--- config.mk ---
export PLATFORM = sky130hd
export DESIGN_NAME = io_fabric
export DESIGN_NICKNAME = d
export VERILOG_FILES = /design/src/rtl/io_fabric.sv
export SDC_FILE = /design/constraint.sdc
export NUM_CORES = 1
export LEC_CHECK = 0
export CAP_MARGIN = 10
export CORE_AREA = 3 3 153 155
export CTS_CLUSTER_DIAMETER = 30
export DETAILED_ROUTE_END_ITERATION = 16
export DIE_AREA = 0 0 156 158
export PLACE_DENSITY = 0.64
export SLEW_MARGIN = 40
export SYNTH_ARGS = -nofsm -noshare
export SYNTH_HDL_FRONTEND = slang
export SYNTH_SLANG_ARGS = --single-unit
export TNS_END_PERCENT = 1
--- constraint.sdc ---
create_clock -name clk -period 4.7 [get_ports clk]
set_input_delay 0.705 -clock clk [delete_from_list [all_inputs] [get_ports clk]]
set_output_delay 0.705 -clock clk [all_outputs]
set_load 0.01 [all_outputs]
--- src/rtl/io_fabric.sv ---
// rtl/io_fabric.sv - CPU I/O window decoder with slot select, ack/timeout FSM and error-status register
module io_fabric #(
  parameter int                NSLOTS   = 8,
  parameter logic [17:0]       IO_BASE  = 18'h3FFFF,
  parameter logic [NSLOTS-1:0] ACK_MASK = {NSLOTS{1'b0}},
  parameter int                TMO      = 15
) (
  input  logic                 clk,
  input  logic                 rst,
  input  logic [23:0]          adr,
  input  logic                 rd,
  input  logic                 wr,
  input  logic [31:0]          din,
  output logic [31:0]          dout,
  output logic                 io_en,
  output logic                 io_wait,
  output logic [NSLOTS-1:0]    slv_en,
  output logic                 slv_rd,
  output logic                 slv_wr,
  output logic [31:0]          slv_dout,
  input  logic [NSLOTS*32-1:0] slv_din,
  input  logic [NSLOTS-1:0]    slv_ack
);

  typedef enum logic [1:0] {IDLE, WAIT, DONE} state_t;

  // The top slot is the internal error-status register, never a bus slot.
  localparam logic [3:0]  ESR_IDX = 4'(NSLOTS - 1);
  // Ack mask padded to the full 16-slot address space so any slot index is legal.
  localparam logic [15:0] ACK16   = 16'(ACK_MASK);
  localparam logic [7:0]  TMO8    = 8'(TMO);

  state_t      state, state_nx;
  logic [3:0]  slot;
  logic [3:0]  sel;
  logic [7:0]  cnt;
  logic [31:0] rdata;
  logic        req, mapped, is_esr, ext, ack_slot;
  logic [31:0] slot_data, sel_data;
  logic        sel_ack;
  logic        en_on;
  logic [3:0]  en_slot;
  logic        timeout;
  logic        esr_valid;
  logic [3:0]  esr_slot;
  logic [7:0]  esr_count;
  logic [31:0] esr;
  logic        unmapped_err, err_event, esr_clr;
  logic [3:0]  err_slot;
  logic        unused_ok;

  assign unused_ok = ^adr[1:0];

  assign io_en    = (adr[23:6] == IO_BASE);
  assign slot     = adr[5:2];
  assign req      = io_en & (rd | wr);
  assign mapped   = ({1'b0, slot} < 5'(NSLOTS));
  assign is_esr   = (slot == ESR_IDX);
  assign ext      = mapped & ~is_esr;
  assign ack_slot = ext & ACK16[slot];
  assign slv_dout = din;
  assign esr      = {esr_valid, 19'b0, esr_slot, esr_count};

  // Read-data and ack multiplexers for the addressed slot and the latched slot.
  always_comb begin
    slot_data = '0;
    sel_data  = '0;
    sel_ack   = 1'b0;
    for (int i = 0; i < NSLOTS; i++) begin
      if (slot == 4'(i)) slot_data = slv_din[32*i +: 32];
      if (sel == 4'(i)) begin
        sel_data = slv_din[32*i +: 32];
        sel_ack  = slv_ack[i];
      end
    end
  end

  // State register.
  always_ff @(posedge clk) begin
    if (rst) state <= IDLE;
    else     state <= state_nx;
  end

  // Next state, stall, strobes and CPU read data.
  always_comb begin
    state_nx = state;
    io_wait  = 1'b0;
    slv_rd   = 1'b0;
    slv_wr   = 1'b0;
    en_on    = 1'b0;
    en_slot  = sel;
    dout     = '0;
    timeout  = 1'b0;
    case (state)
      IDLE: begin
        en_slot = slot;
        if (io_en) dout = ext ? slot_data : (is_esr ? esr : 32'h0);
        if (req) begin
          // A simultaneous rd and wr is a write.
          slv_wr = wr;
          slv_rd = rd & ~wr;
          en_on  = ext;
          if (ack_slot) begin
            io_wait  = 1'b1;
            state_nx = WAIT;
          end
        end
      end
      WAIT: begin
        en_on   = 1'b1;
        io_wait = 1'b1;
        // Ack wins over a timeout landing on the same cycle.
        if (sel_ack) begin
          state_nx = DONE;
        end else if ((cnt + 8'd1) == TMO8) begin
          timeout  = 1'b1;
          state_nx = DONE;
        end
      end
      DONE: begin
        dout     = rdata;
        state_nx = IDLE;
      end
      default: state_nx = IDLE;
    endcase
    if (rst) begin
      io_wait = 1'b0;
      slv_rd  = 1'b0;
      slv_wr  = 1'b0;
      en_on   = 1'b0;
      timeout = 1'b0;
    end
  end

  // One-hot slot select; the ESR position is never driven.
  always_comb begin
    slv_en = '0;
    for (int i = 0; i < NSLOTS; i++) begin
      slv_en[i] = en_on && (en_slot == 4'(i)) && (i != NSLOTS - 1);
    end
  end

  // Wait counter, latched slot and completion data.
  always_ff @(posedge clk) begin
    if (rst) begin
      cnt   <= '0;
      sel   <= '0;
      rdata <= '0;
    end else begin
      case (state)
        IDLE: begin
          cnt <= '0;
          if (req && ack_slot) sel <= slot;
        end
        WAIT: begin
          cnt <= cnt + 8'd1;
          if (sel_ack)      rdata <= sel_data;
          else if (timeout) rdata <= '0;
        end
        default: cnt <= '0;
      endcase
    end
  end

  assign unmapped_err = (state == IDLE) && req && !mapped;
  assign err_event    = unmapped_err | timeout;
  assign err_slot     = timeout ? sel : slot;
  assign esr_clr      = (state == IDLE) && io_en && wr && is_esr;

  // Error-status register: sticky valid, first slot frozen, saturating count.
  always_ff @(posedge clk) begin
    if (rst) begin
      esr_valid <= 1'b0;
      esr_slot  <= '0;
      esr_count <= '0;
    end else if (err_event) begin
      esr_valid <= 1'b1;
      if (esr_clr || !esr_valid) esr_slot <= err_slot;
      if (esr_clr)                 esr_count <= 8'd1;
      else if (esr_count != 8'hFF) esr_count <= esr_count + 8'd1;
    end else if (esr_clr) begin
      esr_valid <= 1'b0;
      esr_slot  <= '0;
      esr_count <= '0;
    end
  end

endmodule

==> results.txt, run 1 <==
The run finished with clean final reports. The via count of the first global-routing pass is 5795, and the total power density per cell area is 162.9 nW/um2. The number of antenna-violating nets in the routed design is 0.

The longest clock path from root to sink contains 2 buffers. From left edge to right edge, the die measures 156 um. The total core area came out at 21960 um2. The largest total area in the synthesized netlist belongs to dfxtp_1. The worst hold path depth was 1. The logs give 0 for the final hold violation count and 0.2086 for the global-route track usage on met1. Entering global routing, the biggest net connects 47 pins. Clock tree synthesis inserted a total of 5 buffers. Summed over all cells, the static leakage comes to 2.866 nW.

The global routing usage on met2 is 0.3012. The most utilized layer in the global route result is met2. In this run, synthesis inferred 0 flip-flops with an integrated enable. The total congestion overflow after global routing was 0; the top cell type's share of synthesized area was 0.2216. Fraction of registers with async set or reset after synthesis: 0.

In this run the cell area of the synthesized design comes to 4969 um2. The number of hold buffers added after CTS was 0. The die is 158 um tall.

The worst hold path belongs to the class reg2reg. The path with the worst hold slack has its endpoint at esr_slot[3]$_SDFFE_PP0P_. The sequential fraction of the synthesis area is 0.2216, and the depth of the most critical reg-to-reg path is 6. TritonCTS built the clock tree.

For the placed wire-length estimate after detailed placement, the log shows 17.67 mm. STA classifies the critical path startpoint as a primary input. For the worst-skew pair, the clock arrives at the later sink with an insertion delay of 0.31 ns. Setup repair after global routing left no endpoint under its margin. The global routing met3 resource utilization is 0.03554. For the number of clock sinks seen by CTS, the log shows 55. The worst setup path is of the in2out kind. The initial cell density of the core is 0.2263. Input and output buffers added on the ports amount to 293.

The post-route clock period utilization came out at 0.8845. The gate count after technology mapping is 631, and the fraction of layout cells with a size suffix above 1 is 0.1079. From synthesis to final layout, the design area changed by 62.91%.

The clock transition at the register clock pins on the worst setup and hold paths after CTS works out to 0.08 ns. The run gives 8094 um2 as the total non-filler cell area in the finished layout. In this run the critical register-to-register path is captured at esr_slot[1]$_SDFFE_PP0P_.

The first global-routing pass estimated 32.91 mm of wire. Ranked by total cell area, the synthesized netlist is headed by dfxtp_1 22%, a22oi_1 7.3%, mux4_2 7.3%. The initial antenna violation count is 1. Synthesis produced a netlist with a net count of 958. The logs give 3.99 ns for the required time of the critical path and 3.45 ns for the data arrival at the endpoint of the critical path. The source of the worst register-to-register timing path is state[0]$_SDFFE_PP0P_. Timing analysis after detailed placement gives a worst setup slack of 0.5006 ns. The tools report the count of pins over their slew limit as 0. The dominant synthesized flop cell is dfxtp_1.

A synthesized cell averages 7.874 um2. The post-layout utilization of the core was 0.3686; the wire length per cell was 20.15 um. The repair_antennas step left the layout with diodes totalling 0. The measured slew at the worst slew-check pin is 0.8104 ns, and the largest voltage drop on the vdd net is 0.0001311 V.

The sum of routed wire length over all layers came out at 23.01 mm. The count of final setup violators was 0. After detailed routing, the number of vias per cell comes to 5.088. Pin placement for this block handled 400 I/O pins. The library cells used most frequently in the layout, excluding fill and tap cells, are 290 x clkdlybuf4s50_1, 84 x nor2_1, 54 x dfxtp_1. For the first-pass iteration count of the detailed router, the log shows 7.

The flip-flop and latch count after synthesis came out at 55. Post-CTS repair changed the size of 0 cells. Routability-driven placement finished with a final weighted congestion of 0.8653.

The tools report the all-layer global routing usage as 0.1733. In this run the core area contains 54 standard-cell rows. Between clock sinks in the finished design, the worst skew comes to 0.004750 ns.

The die covers 24650 um2. The run gives 61 as the number of distinct library cell variants in the gate-level netlist after synthesis. Setup total negative slack on the finished layout was measured at 0 ns. For this run, design rule violations remaining after detail routing come to 0.

The final net count came out at 1188. The worst hold path startpoint is esr_slot[3]$_SDFFE_PP0P_. The minimum period implied by the final worst setup slack came out at 4.157 ns. The top achievable clock speed is 0.2405 GHz, and the starting DRC count in detailed routing is 361.

The worst register-to-register path has a setup slack of 2.26 ns. The number of H-tree branching levels came out at 2. The final route contains 5810 vias. The setup slack of the critical path after layout came out at 0.5427 ns. The most common cell after layout, fill and taps aside is clkdlybuf4s50_1.

During synthesis, Yosys emitted a total of 0 warnings. STA classifies the critical path endpoint as an output pin. For the reported max-cap violation count, the log shows 0. The largest fanout on the critical path came out at 27.

The tools report the master cell of the clock root buffer as clkbuf_16. The run gives 0.4597 as the relative slew slack. The tools report the placed instance area as 7923 um2.

In this run the post-CTS setup repair buffer count came out at 0.
[worst max-delay path, stage by stage]
cell and delay (ns):
clkdlybuf4s50_1 0.45, buf_12 0.18, nand2b_1 0.21, or2_2 0.54
nor2_1 0.08, o31ai_1 0.26, o221ai_1 0.17, o21ai_0 0.24
clkdlybuf4s50_1 0.59
[logic make-up after synthesis]
family / synth area share
other: 0.0007548
xor gates and xnor gates: 0.01058
muxes: 0.1612
adders and majority gates: 0.007556
and+or+nand+nor: 0.1977
DFF: 0.2216
AOI/OAI and AO/OA: 0.2921
buffers and inverters: 0.1085
[state kept, by name, indices dropped and copies added, names as in the netlist]
register,flops
cnt,8
esr_count,8
esr_slot,4
esr_valid,1
rdata,32
state,2
[per-layer routing]
metal,up-vias,routed length [um]
li1,2796,-
met1,2699,9186
met2,267,11290
met3,46,1805
met4,2,709
met5,-,20
[cells in the mapped netlist (4+ instances only)]
cell type,instances
nand2_1,48
clkbuf_1,34
nand4_1,9
o31ai_1,11
mux2i_1,17
a31oi_1,4
inv_1,8
buf_4,35
nor2b_1,5
o211ai_1,11
a222oi_1,11
mux4_2,16
a21o_1,8
nor3_1,12
mux2_2,24
and2_1,6
o22ai_1,7
a22oi_1,48
or3_1,4
buf_6,4
nand2b_1,5
dfxtp_1,55
nand3_1,5
buf_2,14
xnor2_1,4
o2bb2ai_1,5
or2_2,5
o221ai_1,7
a21oi_1,24
nor2_1,87
a22o_1,4
and3_1,5
o21ai_0,49
[layout make-up]
type	instances	area (um2)
Timing Repair Buffer	311	3090
Inverter	8	30.03
Tap cell	280	350.3
Fill cell	2245	13860
Multi-Input combinational cell	480	3349
Sequential cell	55	1102
Clock inverter	3	46.29
Clock buffer	5	125.1
[power by group]
group	internal, mW	total [mW]	switching (mW)
combinational	0.263	0.404	0.142
sequential	0.465	0.465	0.000000127
clock	0.254	0.449	0.195
total	0.982	1.32	0.336
[how the worst max path moves through the flow]
stage / start / to / slack [ns] / cells past startpoint
after floorplan: adr[9] / dout[0] / 1.73 / 5
after global placement: adr[4] / dout[12] / 0.48 / 9
after detailed placement: adr[4] / dout[11] / 0.50 / 9
after CTS: adr[4] / dout[11] / 0.49 / 9
after global routing: adr[4] / dout[11] / 0.30 / 9
final: adr[4] / dout[9] / 0.54 / 9
[stage by stage]
| stage | total power, mW | cells | hold slack [ns] |
|---|---|---|---|
| after floorplan | 0.6496 | 631 | 0.4264 |
| after global placement | 0.8798 | 1133 | 0.4395 |
| after detailed placement | 0.8818 | 1134 | 0.4543 |
| after CTS | 1.338 | 1142 | 0.4769 |
| after global routing | 1.375 | 1142 | 0.5162 |
| final | 1.319 | 1142 | 0.4851 |
No activity file was read; power rests on OpenSTA's default activity.
==> run 2: changes to the inputs <==
- REMOVE_ABC_BUFFERS: not set -> 1
- SETUP_SLACK_MARGIN: not set -> 0.02
==> results.txt, run 2 (same netlist as run 1, synthesis figures left out) <==
The number of primary I/O pins was 400 (unchanged); the layout overhead on the synthesized area was 63.21%. Placed wire-length estimate after detailed placement: 21.30 mm (+21%). The starting DRC count in detailed routing was 392 (+8.6%); the initial antenna violation count was 0 (-1).

The largest individual stage delay along the critical path comes from the cell nor2_1. The count of buffering cells on the critical path with inverters included is 2 (-1). For the first-pass iteration count of the detailed router, the log shows 5 (-2).

The total power density per cell area is 156.0 nW/um2 (-4.3%). The count of instances resized after the clock tree is built was 0 (unchanged); the count of final setup violators was 0 (unchanged). The largest registers in the layout are rdata x32, cnt x8, esr_count x8. The maximum clock path buffer count is 2 (unchanged). Category of the worst setup path launch point: a primary input. The clock latency reported for the late side of the worst-skew pair came out at 0.31 ns (about the same). The sequential share of power came out at 0.368 (+0.015).

The total core area was 21960 um2 (unchanged). The logs give 0.325 (+0.018) for the logic gate share of total power and 0.4469 (-0.01284) for the relative slew slack. The total number of vias is 6021 (+3.6%), and the minimum period implied by the final worst setup slack is 4.282 ns (+0.1243 ns). The DRC violations left came out at 0 (unchanged). The largest clock skew in the final design is 0.007675 ns (+0.002926 ns), and the measured slew at the worst slew-check pin is 0.8266 ns (+0.01620 ns).

The count of pins over their slew limit came out at 0 (unchanged). The fraction of layout cells with a size suffix above 1 was 0.1129 (+0.005015). The weighted congestion reported at the end of routability-driven placement is 0.8257 (-4.6%). The total congestion overflow after global routing is 0 (unchanged). The cell sitting at the root of the clock tree is a clkbuf_16. The cell class contributing the biggest share of worst-path delay is simple AND/OR/NAND/NOR gates. The run gives 0.9275 mW (-5.6%) as the internal power summed over all cells. The number of instances in the placed design came out at 1140 (+0.53%). The library cell used most frequently in the layout, excluding fill and tap cells, is clkdlybuf4s50_1. The quantity of I/O buffers inserted on ports came out at 293 (unchanged). For the final total negative setup slack, the log shows 0 ns (unchanged). The type of the tightest min-delay check was reg2reg.

The number of clock sinks seen by CTS came out at 55 (unchanged). The tools report the sum of routed wire length over all layers as 26.97 mm (+17%). The largest fanout on the critical path came out at 11 (-59%).

Counting flops per register, the top entry is rdata. The wire length of the first global-routing pass came out at 37.65 mm (+14%). The clock transition at the register clock pins on the worst setup and hold paths after CTS works out to 0.08 ns (about the same).

The number of rows in the core area was 54 (unchanged); the portion of total power attributed to the clock network was 0.307 (-0.033). The logs give 24650 um2 (unchanged) for the full die area and 3.58 ns (+0.13 ns) for the data arrival at the endpoint of the critical path. The delay contributed by the slowest stage of the critical path came out at 0.76 ns (+0.17 ns). TritonCTS built the clock tree. The tools report the number of antenna-violating nets in the routed design as 0 (unchanged). For the clock buffer count from CTS, the log shows 5 (unchanged). The setup fix buffers added after clock tree synthesis was 0 (unchanged); the final standard cell count with taps included and fillers excluded was 1148 (+0.53%).

The via count of the first global-routing pass came out at 6055 (+4.5%). The run gives 0.2051 (+0.03172) as the all-layer global routing usage. The type of element capturing the critical path was an output pin.

The maximum number of pins on one net before global-route repair was 38 (-19%); the final net count was 1194 (+0.51%). The average via count per standard cell is 5.245 (+3.1%), and the switching power is 0.3372 mW (+0.23%). The antenna cell count was 0 (unchanged).

The overall die width is 156 um (unchanged). The run finished with clean final reports. The run gives 0 (unchanged) as the final hold violation count.

The tools report the total power as 1.265 mW (-4.1%). The logs give 2 (unchanged) for the number of H-tree branching levels and 2.878 nW (+0.41%) for the leakage component of the power. The top achievable clock speed came out at 0.2336 GHz (-2.9%). In the layout the commonest cells are 290 x clkdlybuf4s50_1, 85 x nor2_1, 55 x dfxtp_1. The share of total power consumed by net switching is 0.2666 (+0.01146), and the required time of the critical path is 3.99 ns (about the same). The wire length per cell is 23.49 um (+17%). The tools report the largest voltage drop on the vdd net as 0.0001211 V (-7.6%). Setup repair after global routing left no endpoint under its margin.

The die span in y works out to 158 um (unchanged). The number of buffers inserted for hold repair after clock tree synthesis is 0 (unchanged), and the initial cell density of the core is 0.2263 (unchanged). The reported max-cap violation count is 0 (unchanged). The critical path in this run is classified as in2out. The flip-flop count of the largest register after layout is 32 (unchanged), and the post-route clock period utilization is 0.9110 (+0.02645). The signal on the critical path passes through clkdlybuf4s50_1 -> nand2b_1 -> nor2_1 -> a222oi_1 -> o21ai_0 -> a22oi_1 -> nor2_1 -> clkdlybuf4s50_1.
-- run 2: path summary, 6_finish.rpt --
kind                              endpoint                startpoint  slack [ns]  cells after the start
setup / recovery                  dout[30]                    adr[5]        0.42                      8
hold / removal    esr_slot[3]$_SDFFE_PP0P_  esr_slot[3]$_SDFFE_PP0P_        0.46                      1
setup reg to reg    rdata[25]$_SDFFE_PP0P_     state[0]$_SDFFE_PP0P_        1.80                      9
hold reg to reg   esr_slot[3]$_SDFFE_PP0P_  esr_slot[3]$_SDFFE_PP0P_        0.46                      1
-- run 2: through the flow --
step / util / setup WS, ns / cell area, um2 / hold slack [ns]
6_report: 0.3693 / 0.4183 / 8109 / 0.4635
5_1_grt: 0.3693 / 0.2468 / 8109 / 0.4848
4_1_cts: 0.3693 / 0.3237 / 8109 / 0.4653
3_5_place_dp: 0.3628 / 0.3192 / 7968 / 0.4470
3_3_place_gp: 0.3612 / 0.3213 / 7931 / 0.4361
2_1_floorplan: - / 1.403 / 4459 / 0.4264
-- run 2: power by group through the flow --
stage                     Combinational, mW  Sequential, mW  Clock, mW
final                                 0.411           0.465      0.388
after global placement                0.411           0.476          0
after detailed placement              0.414           0.476          0
after CTS                             0.416           0.465      0.405
after floorplan                       0.113           0.476          0
after global routing                  0.438           0.465      0.425
-- run 2: worst register-to-register path: stages, from the launching register on --
cell and delay (ns):
dfxtp_1 0.79, buf_4 0.34, or3b_4 0.50, inv_1 0.16, o2111ai_1 0.17, nor2b_4 0.23
buf_8 0.22, buf_8 0.15, a22oi_1 0.16, nor2_1 0.06
-- run 2: cell type report --
class                      count  area (um2)
sequential                    55        1101
clock inverter                 2       12.51
tap                          280       350.3
multi-input combinational    480        3356
clock buffer                   6       128.9
inverter                       8       30.03
timing repair buffer         317        3131
fill                        2237       13850
-- run 2: routing by layer --
layer / GRT usage / part of all wire / vias up
li1: - / - / 2806
met2: 0.3485 / 0.46 / 322
met3: 0.09595 / 0.12 / 29
met4: 0.04331 / 0.015 / 2
met5: 0.02381 / 0.0029 / -
met1: 0.2349 / 0.40 / 2862
